==> src/rtl/board_input_conditioner_pkg.sv <==
// Shared definitions for the board input conditioner: debounce FSM encodings and
// millisecond-to-cycle conversion (clamped to at least one cycle).
package board_input_conditioner_pkg;

    typedef enum logic {
        STABLE  = 1'b0,
        PENDING = 1'b1
    } debounce_state_e;

    function automatic int unsigned ms_to_cycles(input int unsigned freq_hz, input int unsigned ms);
        int unsigned cycles;
        cycles = freq_hz / 1000 * ms;
        return (cycles < 32'd1) ? 32'd1 : cycles;
    endfunction

endpackage

==> src/rtl/board_input_conditioner_channel.sv <==
// One input channel: 2-flop synchroniser, counter debounce FSM, registered edge pulses and,
// with BOARD_INPUT_LONG_PRESS_EN defined, a saturating hold counter driving long_press.
module input_debounce_channel
    import board_input_conditioner_pkg::*;
#(
    parameter int unsigned DEBOUNCE_CYCLES   = 1,
    parameter int unsigned LONG_PRESS_CYCLES = 1
) (
    input  logic clock,
    input  logic reset,
    input  logic raw_level,
    output logic debounced,
    output logic rise_pulse,
    output logic fall_pulse,
    output logic long_press
);

    localparam int unsigned CNT_W = $clog2(DEBOUNCE_CYCLES + 1);
    localparam logic [CNT_W-1:0] COUNT_LAST = CNT_W'(DEBOUNCE_CYCLES - 1);

    logic [1:0]       sync_q;
    logic             s;
    debounce_state_e  state, state_next;
    logic [CNT_W-1:0] count, count_next;
    logic             accept;

    assign s = sync_q[1];

    always_ff @(posedge clock or negedge reset) begin
        if (!reset) begin
            sync_q     <= 2'b00;
            state      <= STABLE;
            count      <= '0;
            debounced  <= 1'b0;
            rise_pulse <= 1'b0;
            fall_pulse <= 1'b0;
        end else begin
            sync_q     <= {sync_q[0], raw_level};
            state      <= state_next;
            count      <= count_next;
            debounced  <= accept ? s : debounced;
            rise_pulse <= accept & s;
            fall_pulse <= accept & ~s;
        end
    end

    // The cycle that first sees the difference counts as the first stable cycle,
    // which makes a clean edge land exactly DEBOUNCE_CYCLES clocks after synchronisation.
    always_comb begin
        state_next = state;
        count_next = count;
        accept     = 1'b0;
        case (state)
            STABLE: begin
                count_next = '0;
                if (s != debounced) begin
                    if (DEBOUNCE_CYCLES == 1) begin
                        accept = 1'b1;
                    end else begin
                        state_next = PENDING;
                        count_next = CNT_W'(1);
                    end
                end
            end
            PENDING: begin
                if (s == debounced) begin
                    state_next = STABLE;
                    count_next = '0;
                end else if (count == COUNT_LAST) begin
                    state_next = STABLE;
                    count_next = '0;
                    accept     = 1'b1;
                end else begin
                    count_next = count + CNT_W'(1);
                end
            end
            default: begin
                state_next = STABLE;
                count_next = '0;
            end
        endcase
    end

`ifdef BOARD_INPUT_LONG_PRESS_EN
    localparam int unsigned HOLD_W = $clog2(LONG_PRESS_CYCLES + 1);
    localparam logic [HOLD_W-1:0] HOLD_LAST = HOLD_W'(LONG_PRESS_CYCLES);

    logic [HOLD_W-1:0] hold_count;

    // Saturates at HOLD_LAST so the pulse fires once per press.
    always_ff @(posedge clock or negedge reset) begin
        if (!reset) begin
            hold_count <= '0;
            long_press <= 1'b0;
        end else if (!debounced) begin
            hold_count <= '0;
            long_press <= 1'b0;
        end else if (hold_count != HOLD_LAST) begin
            hold_count <= hold_count + HOLD_W'(1);
            long_press <= (hold_count == HOLD_LAST - HOLD_W'(1));
        end else begin
            long_press <= 1'b0;
        end
    end
`else
    assign long_press = 1'b0;
`endif

endmodule

==> src/rtl/board_input_conditioner.sv <==
// Board input conditioner top: per-channel debounce plus a stretched active-high system reset.
// Optional long-press detection is built when BOARD_INPUT_LONG_PRESS_EN is defined.
module board_input_conditioner
    import board_input_conditioner_pkg::*;
#(
    parameter int unsigned NUM_INPUTS           = 4,
    parameter int unsigned CLOCK_FREQUENCY      = 12000000,
    parameter int unsigned DEBOUNCE_MS          = 10,
    parameter int unsigned RESET_INPUT_INDEX    = 0,
    parameter int unsigned RESET_STRETCH_CYCLES = 16,
    parameter int unsigned LONG_PRESS_MS        = 1000
) (
    input  logic                  clock,
    input  logic                  reset,
    input  logic [NUM_INPUTS-1:0] raw_input,
    output logic [NUM_INPUTS-1:0] debounced,
    output logic [NUM_INPUTS-1:0] rise_pulse,
    output logic [NUM_INPUTS-1:0] fall_pulse,
    output logic [NUM_INPUTS-1:0] long_press,
    output logic                  system_reset
);

    localparam int unsigned DEBOUNCE_CYCLES   = ms_to_cycles(CLOCK_FREQUENCY, DEBOUNCE_MS);
    localparam int unsigned LONG_PRESS_CYCLES = ms_to_cycles(CLOCK_FREQUENCY, LONG_PRESS_MS);
    localparam int unsigned STRETCH_W         = $clog2(RESET_STRETCH_CYCLES + 1);
    localparam logic [STRETCH_W-1:0] STRETCH_LOAD = STRETCH_W'(RESET_STRETCH_CYCLES);

    for (genvar i = 0; i < NUM_INPUTS; i++) begin : g_channel
        input_debounce_channel #(
            .DEBOUNCE_CYCLES   (DEBOUNCE_CYCLES),
            .LONG_PRESS_CYCLES (LONG_PRESS_CYCLES)
        ) u_channel (
            .clock      (clock),
            .reset      (reset),
            .raw_level  (raw_input[i]),
            .debounced  (debounced[i]),
            .rise_pulse (rise_pulse[i]),
            .fall_pulse (fall_pulse[i]),
            .long_press (long_press[i])
        );
    end

    logic [STRETCH_W-1:0] stretch_count;
    logic                 stretch_active;
    logic                 reset_request;

    assign reset_request = debounced[RESET_INPUT_INDEX];

    // Reloads while the reset button is held, so a re-press during the tail never opens a gap.
    always_ff @(posedge clock or negedge reset) begin
        if (!reset) begin
            stretch_count  <= STRETCH_LOAD;
            stretch_active <= 1'b1;
        end else if (reset_request) begin
            stretch_count  <= STRETCH_LOAD;
            stretch_active <= 1'b1;
        end else if (stretch_count > STRETCH_W'(1)) begin
            stretch_count  <= stretch_count - STRETCH_W'(1);
            stretch_active <= 1'b1;
        end else begin
            stretch_count  <= '0;
            stretch_active <= 1'b0;
        end
    end

    assign system_reset = stretch_active | reset_request;

endmodule

==> config.mk <==
export PLATFORM = sky130hd
export DESIGN_NAME = board_input_conditioner
export DESIGN_NICKNAME = d
export VERILOG_FILES = /design/src/rtl/board_input_conditioner_pkg.sv /design/src/rtl/board_input_conditioner_channel.sv /design/src/rtl/board_input_conditioner.sv
export SDC_FILE = /design/constraint.sdc
export NUM_CORES = 1
export LEC_CHECK = 0
export BUFFER_PORTS_ARGS = -buffer_cell sky130_fd_sc_hd__buf_2
export CORE_AREA = 2 2 81 142
export DETAILED_ROUTE_END_ITERATION = 7
export DIE_AREA = 0 0 83 144
export SETUP_SLACK_MARGIN = 0.3
export SYNTH_ARGS = -nofsm -noshare
export SYNTH_HDL_FRONTEND = slang
export SYNTH_HIERARCHICAL = 1
export SYNTH_SLANG_ARGS = --single-unit
==> constraint.sdc <==
create_clock -name clock -period 5 [get_ports clock]
set_input_delay 0.75 -clock clock [delete_from_list [all_inputs] [get_ports clock]]
set_output_delay 0.75 -clock clock [all_outputs]
set_load 0.005 [all_outputs]
==> run_results.csv <==
group,metric,value,unit
run_status,status,"complete, no violations",
cts,cts_tree,"built",
final_layout,drive_gt1_share,19.2,%
floorplan,coreArea,0.0109,mm2
final_layout,nFillCells,996,
route,drc,0,
logic_synthesis,synth_cells,431,
logic_synthesis,synth_compound_area_share,2.12,%
floorplan,rows,51,
floorplan,dieArea,0.0120,mm2
global_routing,first_global_vias,3135,
timing,hold_violations,0,
timing,rsz0062_at_grt,"false",
route,route.antenna.remaining_nets,0,
timing,hold_ws,0.354,ns
cts,path_clk_slew,0.07,ns
power,p_sw_share,20.6,%
logic_synthesis,ys_ff_latch,98,
logic_synthesis,synth.distinct_cells,32,
floorplan,initial_core_util,42.7,%
logic_synthesis,seq_area_frac_synth,52.6,%
worst_setup_path,cp-end-kind,"flip-flop",
logic_synthesis,synthAdderAreaFrac,1.61,%
logic_synthesis,synth_top_family_by_area,"simple AND/OR/NAND/NOR gates",
power,power.density,320,mW/mm2
logic_synthesis,synth-simple-area-share,26.2,%
final_layout,antenna-diode-count,0,
timing,fin_ws,2.50,ns
floorplan,dieWidth,83,um
global_routing,grt_max_degree,58,
cts,cts.sinks,98,
timing,timing.final.crit_share,50.1,%
final_layout,multi_input_area,0.00198,mm2
worst_setup_path,required,5.18,ns
worst_setup_path,crit_type,"reg -> reg",
final_layout,regArea,0.00245,mm2
route,dr_total_vias,3055,
final_layout,final_cell_area,0.00511,mm2
placement,hpwlAfterDp,5880,um
worst_setup_path,crit_arrival,2.68,ns
logic_synthesis,synth_xor_area_share,12.2,%
timing,slew_viol_final,0,
logic_synthesis,syn-cell-area,0.00466,mm2
min_path,hp-class,"reg -> reg",
placement,gp_congestion,0.777,
power,p_leak,2.00,nW
cts,cts_buffers,9,
worst_setup_path,crit_path_top_delay_cell,"nand2b_1",
power,power.internal,1.30,mW
placement,dp_slack,2.49,ns
power,combPwrFrac,2.9,%
final_layout,final_common_cell,"dfrtp_1",
cts,cts-resized-gates,0,
timing,fmax,399,MHz
cts,clk_latency,0.34,ns
worst_setup_path,crit_path_cell_trace,"ha_1, nand4_1, nor4_4, nand2b_1, o22ai_1",
global_routing,gr-usage-all-layers,15.1,%
timing,setup_violations,0,
logic_synthesis,syn_avg_cell_area,10.8,um2
power,p_switching,337,uW
timing,tightestPinTransition,0.853,ns
power,clock_power_share,47.5,%
route,via_per_inst,5.22,
placement,port_buffers,18,
timing,finClkSkew,0.00622,ns
final_layout,mostFrequentLayoutCells,"96 x dfrtp_1, 57 x xnor2_1, 41 x nor2_1, 40 x nor2_2, 25 x nand3_1",
route,drt_iter0_markers,113,
route,first_pass_iters,4,
worst_setup_path,cpPeakStageDelay,0.72,ns
worst_setup_path,critPathLaunchType,"flip-flop",
placement,placed_area,0.00477,mm2
logic_synthesis,synth_warnings,6,
logic_synthesis,syn_nets,443,
global_routing,grt_first_pass_wirelength,14400,um
cts,clk_path_buf_depth,2,
global_routing,antenna_found_initial,0,
cts,clock-root-buffer,"clkbuf_16",
power,vdd_drop_max,0.304,mV
route,wire_per_inst,14.1,um
run,drv_cap,0,
logic_synthesis,muxShareOfSynthArea,0,%
timing,fin_setup_tns,0,ns
global_routing,overflow,0,
cts,h-tree-depth,3,
worst_setup_path,crit_fanout,17,
timing,slew_headroom,43.1,%
power,total_power,1.64,mW
final_layout,nets,460,
cts,postCtsSetupBuffers,0,
final_layout,syn2layout_area_growth,9.55,%
power,pwr-share-seq,49.6,%
timing,fin_crit,2.50,ns
cts,postCtsHoldBufs,0,
floorplan,chipHeight,144,um
floorplan,ioPinCount,23,
route,routed_wl,8270,um
==> path summary, 6_finish.rpt <==
check,startpoint,endpoint,slack (ns),depth (start not counted)
max,g_channel[0].u_channel/count[0],g_channel[0].u_channel/count[0],2.50,5
min,g_channel[2].u_channel/sync_q[0],g_channel[2].u_channel/sync_q[1],0.35,0
max reg2reg,g_channel[0].u_channel/count[0],g_channel[0].u_channel/count[0],2.50,5
min reg2reg,g_channel[2].u_channel/sync_q[0],g_channel[2].u_channel/sync_q[1],0.35,0
max in group asynchronous,reset,g_channel[0].u_channel/count[16],3.52,2
min in group asynchronous,reset,g_channel[1].u_channel/count[15],0.39,1
==> routing by layer <==
| layer | share of wire, % | up-vias | GRT usage [%] |
|---|---|---|---|
| li1 | - | 1490 | - |
| met1 | 41 | 1510 | 16.4 |
| met2 | 54 | 43 | 28.2 |
| met3 | 2.7 | 12 | 2.80 |
| met4 | 2.2 | 0 | 7.33 |
| met5 | 0 | - | 0 |
==> cell type report <==
class	count	area share, %
Timing Repair Buffer	19	1.96
Inverter	18	1.32
Tap cell	132	3.23
Multi-Input combinational cell	302	38.7
Sequential cell	98	48.0
Clock buffer	9	4.41
Clock inverter	7	2.30
==> worst max-delay path: cells and delay by family (launching register included) <==
kind,cells,cell delay [ns]
AND/OR/NAND/NOR,3,1.50
flip-flops,1,0.41
adder cells (fa/ha/maj),1,0.23
AO/OA/AOI/OAI,1,0.20
==> sequential cells by signal (all words and copies together) (netlist names) <==
name                            cells
g_channel.u_channel/count          68
g_channel.u_channel/sync_q          8
stretch_count                       5
g_channel.u_channel/debounced       4
g_channel.u_channel/fall_pulse      4
g_channel.u_channel/rise_pulse      4
g_channel.u_channel/state           4
stretch_active                      1
==> Yosys cell counts <==
library cell | instances | area, um2
a211o_1 | 1 | 8.76
a21o_1 | 4 | 30.0
a21oi_1 | 4 | 20.0
and3_1 | 4 | 25.0
buf_12 | 4 | 80.1
buf_4 | 5 | 37.5
buf_6 | 4 | 45.0
conb_1 | 4 | 15.0
dfrtp_1 | 96 | 2400
dfstp_2 | 2 | 52.6
ha_1 | 6 | 75.1
inv_1 | 18 | 67.6
nand2_1 | 16 | 60.1
nand2b_1 | 6 | 37.5
nand3_1 | 25 | 125
nand4_1 | 20 | 125
nand4b_1 | 4 | 35.0
nor2_1 | 41 | 154
nor2_2 | 40 | 250
nor2b_1 | 4 | 25.0
nor3_1 | 20 | 100
nor3b_1 | 1 | 7.51
nor4_1 | 21 | 131
nor4_4 | 4 | 85.1
o21ai_0 | 1 | 5.00
o21ba_2 | 1 | 10.0
o22ai_1 | 4 | 25.0
or2_2 | 1 | 6.26
or3b_1 | 1 | 8.76
or4_4 | 4 | 45.0
xnor2_1 | 57 | 499
xor2_1 | 8 | 70.1
==> kinds of logic (layout without fill, tap and decap cells) <==
group / Yosys count / in the layout
xor+xnor: 65 / 65
flops: 98 / 98
simple gates: 212 / 212
fa+ha+maj: 6 / 6
buf+inv: 31 / 53
compound gates: 15 / 15
other cells: 4 / 4
==> per-stage QoR <==
| stage | instances | utilization, % |
|---|---|---|
| 2_1_floorplan | 431 | - |
| 4_1_cts | 585 | 46.8 |
| 3_3_place_gp | 569 | 43.7 |
| 3_5_place_dp | 569 | 43.7 |
| 5_1_grt | 585 | 46.8 |
| 6_report | 585 | 46.8 |
==> power groups by stage <==
stage	clock network [mW]	logic [mW]	registers (mW)
floorplan	0	0.0378	0.824
global placement	0	0.0481	0.826
detailed placement	0	0.0489	0.827
CTS	0.805	0.0494	0.812
global route	0.835	0.0551	0.813
finish	0.778	0.0472	0.812
Power figures use the tool's default switching activity.
